<file path="src/rtl/riscv_ctrl_pkg.sv">
`default_nettype none
// +-----------------------------------------------------------------------+
// | riscv_ctrl_pkg : state codes, opcodes and mux encodings shared by the  |
// | multicycle RISC-V controller.           Revision 1.0                  |
// +-----------------------------------------------------------------------+
package riscv_ctrl_pkg;

   typedef enum logic [3:0] {
      S_FETCH    = 4'd0,
      S_DECODE   = 4'd1,
      S_MEMADR   = 4'd2,
      S_MEMREAD  = 4'd3,
      S_MEMWB    = 4'd4,
      S_MEMWRITE = 4'd5,
      S_EXECUTER = 4'd6,
      S_ALUWB    = 4'd7,
      S_EXECUTEI = 4'd8,
      S_JAL      = 4'd9,
      S_BEQ      = 4'd10
   } state_t;

   localparam logic [6:0] OP_LOAD   = 7'b0000011;
   localparam logic [6:0] OP_STORE  = 7'b0100011;
   localparam logic [6:0] OP_RTYPE  = 7'b0110011;
   localparam logic [6:0] OP_ITYPE  = 7'b0010011;
   localparam logic [6:0] OP_JAL    = 7'b1101111;
   localparam logic [6:0] OP_BRANCH = 7'b1100011;

   localparam logic       ADR_PC      = 1'b0;
   localparam logic       ADR_RESULT  = 1'b1;

   localparam logic [1:0] SRC_A_PC    = 2'b00;
   localparam logic [1:0] SRC_A_OLDPC = 2'b01;
   localparam logic [1:0] SRC_A_REG   = 2'b10;

   localparam logic [1:0] SRC_B_REG   = 2'b00;
   localparam logic [1:0] SRC_B_IMM   = 2'b01;
   localparam logic [1:0] SRC_B_FOUR  = 2'b10;

   localparam logic [1:0] RES_ALUOUT  = 2'b00;
   localparam logic [1:0] RES_DATA    = 2'b01;
   localparam logic [1:0] RES_ALU     = 2'b10;

   localparam logic [1:0] ALUOP_ADD   = 2'b00;
   localparam logic [1:0] ALUOP_SUB   = 2'b01;
   localparam logic [1:0] ALUOP_FUNCT = 2'b10;

   localparam logic [1:0] IMM_I       = 2'b00;
   localparam logic [1:0] IMM_S       = 2'b01;
   localparam logic [1:0] IMM_B       = 2'b10;
   localparam logic [1:0] IMM_J       = 2'b11;

   // Outputs that depend only on the state; held in a register.
   typedef struct packed {
      logic       mem_read;
      logic       mem_write;
      logic       reg_write;
      logic       adr_src;
      logic [1:0] result_src;
      logic [1:0] alu_src_a;
      logic [1:0] alu_src_b;
      logic [1:0] alu_op;
   } moore_ctrl_t;

   localparam moore_ctrl_t MOORE_IDLE = '0;

endpackage
`default_nettype wire

</file>
<file path="src/rtl/multicycle_controller_if.sv">
`default_nettype none
// +-----------------------------------------------------------------------+
// | multicycle_controller_if : controller <-> datapath signal bundle.     |
// | Revision 1.0                                                          |
// +-----------------------------------------------------------------------+
interface multicycle_controller_if #(
   parameter int width = 7
);
   logic [width-1:0] opcode;
   logic             zero;
   logic             mem_ready;

   logic             pc_write;
   logic             adr_src;
   logic             ir_write;
   logic             mem_read;
   logic             mem_write;
   logic             reg_write;
   logic             stall;
   logic [1:0]       result_src;
   logic [1:0]       alu_src_a;
   logic [1:0]       alu_src_b;
   logic [1:0]       imm_src;
   logic [1:0]       alu_op;
   logic [3:0]       state;

   modport master (
      input  opcode, zero, mem_ready,
      output pc_write, adr_src, ir_write, mem_read, mem_write, reg_write, stall,
      output result_src, alu_src_a, alu_src_b, imm_src, alu_op, state
   );

   modport slave (
      output opcode, zero, mem_ready,
      input  pc_write, adr_src, ir_write, mem_read, mem_write, reg_write, stall,
      input  result_src, alu_src_a, alu_src_b, imm_src, alu_op, state
   );
endinterface
`default_nettype wire

</file>
<file path="src/rtl/imm_src_decoder.sv">
`default_nettype none
// +-----------------------------------------------------------------------+
// | imm_src_decoder : opcode -> immediate-format select, combinational.   |
// | Revision 1.0                                                          |
// +-----------------------------------------------------------------------+
module imm_src_decoder
   import riscv_ctrl_pkg::*;
#(
   parameter int width = 7
) (
   input  logic [width-1:0] opcode,
   output logic [1:0]       imm_src
);

   always_comb begin
      imm_src = IMM_I;
      case (opcode)
         width'(OP_STORE):  imm_src = IMM_S;
         width'(OP_BRANCH): imm_src = IMM_B;
         width'(OP_JAL):    imm_src = IMM_J;
         default:           imm_src = IMM_I;
      endcase
   end

endmodule
`default_nettype wire

</file>
<file path="src/rtl/multicycle_controller.sv">
`default_nettype none
// +-----------------------------------------------------------------------+
// | multicycle_controller : RISC-V multicycle control FSM with memory     |
// | wait-state handling.                    Revision 1.0                  |
// +-----------------------------------------------------------------------+
module multicycle_controller
   import riscv_ctrl_pkg::*;
#(
   parameter int width = 7
) (
   input  logic                     clk,
   input  logic                     rst,
   multicycle_controller_if.master  bus
);

   state_t           state_q;
   state_t           state_d;
   moore_ctrl_t      moore_q;
   moore_ctrl_t      moore_out;
   logic [width-1:0] opcode;
   logic [1:0]       imm_src;
   logic             wait_access;

   assign opcode = bus.opcode;

   imm_src_decoder #(.width(width)) u_imm_src_decoder (
      .opcode  (opcode),
      .imm_src (imm_src)
   );

   function automatic moore_ctrl_t moore_of(input state_t s);
      moore_ctrl_t m;
      m = MOORE_IDLE;
      case (s)
         S_FETCH: begin
            m.mem_read   = 1'b1;
            m.adr_src    = ADR_PC;
            m.alu_src_a  = SRC_A_PC;
            m.alu_src_b  = SRC_B_FOUR;
            m.alu_op     = ALUOP_ADD;
            m.result_src = RES_ALU;
         end
         S_DECODE: begin
            m.alu_src_a  = SRC_A_OLDPC;
            m.alu_src_b  = SRC_B_IMM;
            m.alu_op     = ALUOP_ADD;
         end
         S_MEMADR: begin
            m.alu_src_a  = SRC_A_REG;
            m.alu_src_b  = SRC_B_IMM;
            m.alu_op     = ALUOP_ADD;
         end
         S_MEMREAD: begin
            m.mem_read   = 1'b1;
            m.adr_src    = ADR_RESULT;
            m.result_src = RES_ALUOUT;
         end
         S_MEMWB: begin
            m.result_src = RES_DATA;
            m.reg_write  = 1'b1;
         end
         S_MEMWRITE: begin
            m.mem_write  = 1'b1;
            m.adr_src    = ADR_RESULT;
            m.result_src = RES_ALUOUT;
         end
         S_EXECUTER: begin
            m.alu_src_a  = SRC_A_REG;
            m.alu_src_b  = SRC_B_REG;
            m.alu_op     = ALUOP_FUNCT;
         end
         S_EXECUTEI: begin
            m.alu_src_a  = SRC_A_REG;
            m.alu_src_b  = SRC_B_IMM;
            m.alu_op     = ALUOP_FUNCT;
         end
         S_ALUWB: begin
            m.result_src = RES_ALUOUT;
            m.reg_write  = 1'b1;
         end
         S_BEQ: begin
            m.alu_src_a  = SRC_A_REG;
            m.alu_src_b  = SRC_B_REG;
            m.alu_op     = ALUOP_SUB;
            m.result_src = RES_ALUOUT;
         end
         S_JAL: begin
            m.alu_src_a  = SRC_A_OLDPC;
            m.alu_src_b  = SRC_B_FOUR;
            m.alu_op     = ALUOP_ADD;
            m.result_src = RES_ALUOUT;
         end
         default: m = MOORE_IDLE;
      endcase
      return m;
   endfunction

   always_comb begin
      state_d = S_FETCH;
      case (state_q)
         S_FETCH:    state_d = bus.mem_ready ? S_DECODE : S_FETCH;
         S_DECODE: begin
            case (opcode)
               width'(OP_LOAD),
               width'(OP_STORE):  state_d = S_MEMADR;
               width'(OP_RTYPE):  state_d = S_EXECUTER;
               width'(OP_ITYPE):  state_d = S_EXECUTEI;
               width'(OP_JAL):    state_d = S_JAL;
               width'(OP_BRANCH): state_d = S_BEQ;
               default:           state_d = S_FETCH;
            endcase
         end
         S_MEMADR: begin
            if (opcode == width'(OP_LOAD))
               state_d = S_MEMREAD;
            else if (opcode == width'(OP_STORE))
               state_d = S_MEMWRITE;
            else
               state_d = S_FETCH;
         end
         S_MEMREAD:  state_d = bus.mem_ready ? S_MEMWB : S_MEMREAD;
         S_MEMWB:    state_d = S_FETCH;
         S_MEMWRITE: state_d = bus.mem_ready ? S_FETCH : S_MEMWRITE;
         S_EXECUTER: state_d = S_ALUWB;
         S_EXECUTEI: state_d = S_ALUWB;
         S_ALUWB:    state_d = S_FETCH;
         S_JAL:      state_d = S_ALUWB;
         S_BEQ:      state_d = S_FETCH;
         default:    state_d = S_FETCH;
      endcase
   end

   // Moore outputs are precomputed from the next state so they line up with state_q.
   always_ff @(posedge clk) begin
      if (rst) begin
         state_q <= S_FETCH;
         moore_q <= moore_of(S_FETCH);
      end else begin
         state_q <= state_d;
         moore_q <= moore_of(state_d);
      end
   end

   assign moore_out   = rst ? MOORE_IDLE : moore_q;
   assign wait_access = (state_q == S_FETCH) || (state_q == S_MEMREAD) ||
                        (state_q == S_MEMWRITE);

   assign bus.stall      = !rst && wait_access && !bus.mem_ready;
   assign bus.ir_write   = !rst && (state_q == S_FETCH) && bus.mem_ready;
   assign bus.pc_write   = !rst && (((state_q == S_FETCH) && bus.mem_ready) ||
                                    (state_q == S_JAL) ||
                                    ((state_q == S_BEQ) && bus.zero));
   assign bus.mem_read   = moore_out.mem_read;
   assign bus.mem_write  = moore_out.mem_write;
   assign bus.reg_write  = moore_out.reg_write;
   assign bus.adr_src    = moore_out.adr_src;
   assign bus.result_src = moore_out.result_src;
   assign bus.alu_src_a  = moore_out.alu_src_a;
   assign bus.alu_src_b  = moore_out.alu_src_b;
   assign bus.alu_op     = moore_out.alu_op;
   assign bus.imm_src    = imm_src;
   assign bus.state      = state_q;

endmodule
`default_nettype wire
</file>
<file path="src/flat_wrapper.sv">
// flat-port wrapper written by rule: the top's interface ports become plain ports
module multicycle_controller_flat import riscv_ctrl_pkg::*;
#(
   parameter int width = 7
)
  (clk, rst, bus_opcode, bus_zero, bus_mem_ready, bus_pc_write, bus_adr_src, bus_ir_write, bus_mem_read, bus_mem_write, bus_reg_write, bus_stall, bus_result_src, bus_alu_src_a, bus_alu_src_b, bus_imm_src, bus_alu_op, bus_state);
  multicycle_controller_if #(.width(width)) bus_i ();
  input  logic clk;
  input  logic rst;
  input wire logic [$bits(bus_i.opcode)-1:0] bus_opcode;
  input wire logic [$bits(bus_i.zero)-1:0] bus_zero;
  input wire logic [$bits(bus_i.mem_ready)-1:0] bus_mem_ready;
  output wire logic [$bits(bus_i.pc_write)-1:0] bus_pc_write;
  output wire logic [$bits(bus_i.adr_src)-1:0] bus_adr_src;
  output wire logic [$bits(bus_i.ir_write)-1:0] bus_ir_write;
  output wire logic [$bits(bus_i.mem_read)-1:0] bus_mem_read;
  output wire logic [$bits(bus_i.mem_write)-1:0] bus_mem_write;
  output wire logic [$bits(bus_i.reg_write)-1:0] bus_reg_write;
  output wire logic [$bits(bus_i.stall)-1:0] bus_stall;
  output wire logic [$bits(bus_i.result_src)-1:0] bus_result_src;
  output wire logic [$bits(bus_i.alu_src_a)-1:0] bus_alu_src_a;
  output wire logic [$bits(bus_i.alu_src_b)-1:0] bus_alu_src_b;
  output wire logic [$bits(bus_i.imm_src)-1:0] bus_imm_src;
  output wire logic [$bits(bus_i.alu_op)-1:0] bus_alu_op;
  output wire logic [$bits(bus_i.state)-1:0] bus_state;
  assign bus_i.opcode = bus_opcode;
  assign bus_i.zero = bus_zero;
  assign bus_i.mem_ready = bus_mem_ready;
  assign bus_pc_write = bus_i.pc_write;
  assign bus_adr_src = bus_i.adr_src;
  assign bus_ir_write = bus_i.ir_write;
  assign bus_mem_read = bus_i.mem_read;
  assign bus_mem_write = bus_i.mem_write;
  assign bus_reg_write = bus_i.reg_write;
  assign bus_stall = bus_i.stall;
  assign bus_result_src = bus_i.result_src;
  assign bus_alu_src_a = bus_i.alu_src_a;
  assign bus_alu_src_b = bus_i.alu_src_b;
  assign bus_imm_src = bus_i.imm_src;
  assign bus_alu_op = bus_i.alu_op;
  assign bus_state = bus_i.state;
  multicycle_controller #(.width(width)) u_core (.clk(clk), .rst(rst), .bus(bus_i));
endmodule
</file>
<file path="config.mk">
export PLATFORM = sky130hd
export DESIGN_NAME = multicycle_controller_flat
export DESIGN_NICKNAME = d
export VERILOG_FILES = /design/src/rtl/riscv_ctrl_pkg.sv /design/src/rtl/multicycle_controller_if.sv /design/src/rtl/imm_src_decoder.sv /design/src/rtl/multicycle_controller.sv /design/src/flat_wrapper.sv
export SDC_FILE = /design/constraint.sdc
export NUM_CORES = 1
export LEC_CHECK = 0
export CAP_MARGIN = 10
export CORE_MARGIN = 2
export CORE_UTILIZATION = 45
export DETAILED_ROUTE_END_ITERATION = 8
export PLACE_DENSITY_LB_ADDON = 0.3
export SYNTH_ARGS = -nofsm -noshare
export SYNTH_HDL_FRONTEND = slang
export SYNTH_SLANG_ARGS = --single-unit
export TNS_END_PERCENT = 50
</file>
<file path="constraint.sdc">
create_clock -name clk -period 2.8 [get_ports clk]
set_clock_uncertainty 0.15 [all_clocks]
set_input_delay 0.56 -clock clk [delete_from_list [all_inputs] [get_ports clk]]
set_output_delay 0.56 -clock clk [all_outputs]
set_load 0.02 [all_outputs]
</file>
==> results of run 1 <==
## metrics by stage
step	util	TNS, ns	cell area, um^2	hold slack (ns)
5_1_grt	0.668	0	1450	0.737
6_report	0.668	0	1450	0.667
3_3_place_gp	0.649	-0.0203	1410	0.617
3_5_place_dp	0.649	-0.212	1410	0.650
4_1_cts	0.664	0	1440	0.663
2_1_floorplan	-	0	1010	0.633
## worst reg2reg max path, stage by stage, from the launching register on
cell     delay, ns
dfxtp_1       0.65
or4b_4        0.54
or4_4         0.46
a211o_2       0.36
nor3b_2       0.17
## cells in the mapped netlist, types with 2 or more instances
cell	instances
nor2_1	10
nand3b_1	2
dfxtp_1	16
or4bb_1	2
inv_1	5
nand2_1	4
clkbuf_1	7
nor3_1	6
or2_2	2
nor2b_1	13
nand3_1	4
nor4_1	4
nand4bb_1	2
a31oi_1	2
nand2b_1	2
a21oi_1	9
buf_6	2
a211oi_1	3
o21bai_1	2
nor3b_2	2
## where the power goes
group | internal [mW] | switching, mW
Sequential | 0.233 | 0.00366
Combinational | 0.0542 | 0.0486
Clock | 0.0792 | 0.0702
## cell type report
class	count	share of cell area
Tap cell	28	0.0242
Inverter	5	0.0129
Timing Repair Buffer	45	0.289
Sequential cell	16	0.223
Clock buffer	4	0.0250
Multi-Input combinational cell	93	0.426
## worst paths after layout
check | slack [ns] | depth (start not counted) | endpoint | from
min reg2reg | 0.67 | 2 | u_core.moore_q[8] | u_core.bus.state[1]
min | 0.67 | 2 | u_core.moore_q[8] | u_core.bus.state[1]
max reg2reg | 0.37 | 4 | u_core.moore_q[9] | u_core.bus.state[1]
max | 0.06 | 4 | bus_alu_src_a[1] | rst
## state kept, by name (all words and copies together) (netlist names)
signal / flops
u_core.bus.state: 4
u_core.moore_q: 12
## metal layers
metal,vias to the layer above,global-route usage,part of all wire
met3,6,0.0380,0.052
li1,525,-,-
met5,-,0,0
met1,494,0.238,0.42
met2,36,0.338,0.52
met4,0,0.101,0.015
## repair_timing
action	CTS	global route
gates resized for setup	3	5
pin swaps	0	0
setup endpoints to repair	3	3
gates cloned	0	0
## cells by family after synthesis
| kind of cell | synth area share |
|---|---|
| buf+inv | 0.0741 |
| flops | 0.316 |
| xor+xnor | 0.00864 |
| compound gates | 0.181 |
| simple gates | 0.420 |
==> flow_summary.ini, run 1 <==
[timing]
slew_headroom = 0.659
setup_viol = 0
fin_crit_sh = 0.977
tightestPinTransition_ns = 0.511
post-route-min-period_ns = 2.74
hold_violations = 0
setup_slack_ns = 0.0634
rsz0062_at_grt = false
fmax_ghz = 0.365
slew_viol_final = 0

[setup_path]
critPathTopFamily = buffers and inverters
critPathMaxFanout = 12
crit_buf_inv = 3
max_stage_delay_ns = 0.61
crit_arrival_ns = 2.03
start_kind = primary input
cpMaxStageDelayCell = clkdlybuf4s50_1
worstPathRequired_ns = 2.09
crit_top_cell = clkdlybuf4s50_1
crit_chain = clkdlybuf4s50_1 -> buf_4 -> nor2b_1 -> clkdlybuf4s50_1
worstSetupPathType = primary input to primary output
end_kind = primary output

[power_and_ir_drop]
p_total_uw = 489
power.density_nw_per_um2 = 337
vdd_drop_max_v = 0.000187
leakage_nw = 0.625

[yosys]
yosys_most_used_dff = dfxtp_1
ys_types = 45
synth_edf_count = 0
synth_cells = 124
synth_seq_cells = 16
synth_area_leaders = dfxtp_1 32%, nor2b_1 8.0%, a21oi_1 4.4%
yosysTopAreaCell = dfxtp_1
yosysTopAreaCellShare = 0.316
syn-num-nets = 135
ys_seq_area_frac = 0.316
avgSynthCellArea_um2 = 8.17
netlist_area_um2 = 1010
yosysWarnings = 0
async_reset_ff_frac = 0

[die]
row_count = 17
die-area_um2 = 2650
die_h_um = 51.5
fp.dieW_um = 51.5
coreArea_um2 = 2170
start_util = 0.467
io_pins = 32

[clock_network]
clkLatencyLatePin_ns = 0.29
clock_path_buffers = 2
cts_tree = yes
root_buffer = clkbuf_4
cts_sinks = 16
postCtsSetupRepairBufs = 0
cts_buffers = 3
cts_hold_buf = 0
htreeDepth = 1
clkSlewWorstSetupHoldPaths_ns = 0.08

[placed_design]
pre_cts_slack_ns = -0.104
hpwlAfterDp_um = 1860
io_buffers = 31
place_congestion = 0.871
placed_cells = 187

[hold_path]
holdCritPathClass = register to register

[layout]
num-fill-cells = 193
fin_nets = 175
multi_input_area_um2 = 618
mostFrequentLayoutCell = clkdlybuf4s50_1
syn_to_final_growth_pct = 43.1
fin_cells = 191
n_antenna_cell = 0
regArea_um2 = 323
drive_gt1_frac = 0.196
most-common-layout-cells = 25 x clkdlybuf4s50_1, 14 x buf_4, 14 x dfxtp_1

[detailed_routing]
ant_nets = 0
drt-initial-drc-count = 15
num_vias = 1061
wirelength_um = 2410
wire_per_inst_um = 12.6
drt_pre_antenna_iters = 4
viasPerCell = 5.55
drc = 0

[global_route]
grt_start_max_net_pins = 19
grt_pass1_wl_um = 3940
grt-ovfl-total = 0
first_global_vias = 962
antenna_found_initial = 0
grt_usage = 0.199

[flow_run]
drv_cap = 0

[outcome]
status = finished clean
Note: power is estimated with default switching activity, not from simulation.
==> run 2, diff against run 1 <==
--- a/config.mk
+++ b/config.mk
@@ -8,6 +8,7 @@
 export CAP_MARGIN = 10
 export CORE_MARGIN = 2
 export CORE_UTILIZATION = 45
+export CTS_CLUSTER_SIZE = 8
 export DETAILED_ROUTE_END_ITERATION = 8
 export PLACE_DENSITY_LB_ADDON = 0.3
 export SYNTH_ARGS = -nofsm -noshare
==> results of run 2 <==
No change in the layout: final DEF, timing and power equal those of run 1.
==> run 3, diff against run 2 <==
--- a/config.mk
+++ b/config.mk
@@ -11,6 +11,7 @@
 export CTS_CLUSTER_SIZE = 8
 export DETAILED_ROUTE_END_ITERATION = 8
 export PLACE_DENSITY_LB_ADDON = 0.3
+export SLEW_MARGIN = 15
 export SYNTH_ARGS = -nofsm -noshare
 export SYNTH_HDL_FRONTEND = slang
 export SYNTH_SLANG_ARGS = --single-unit
==> results of run 3 <==
No change in the layout: final DEF, timing and power equal those of run 1.
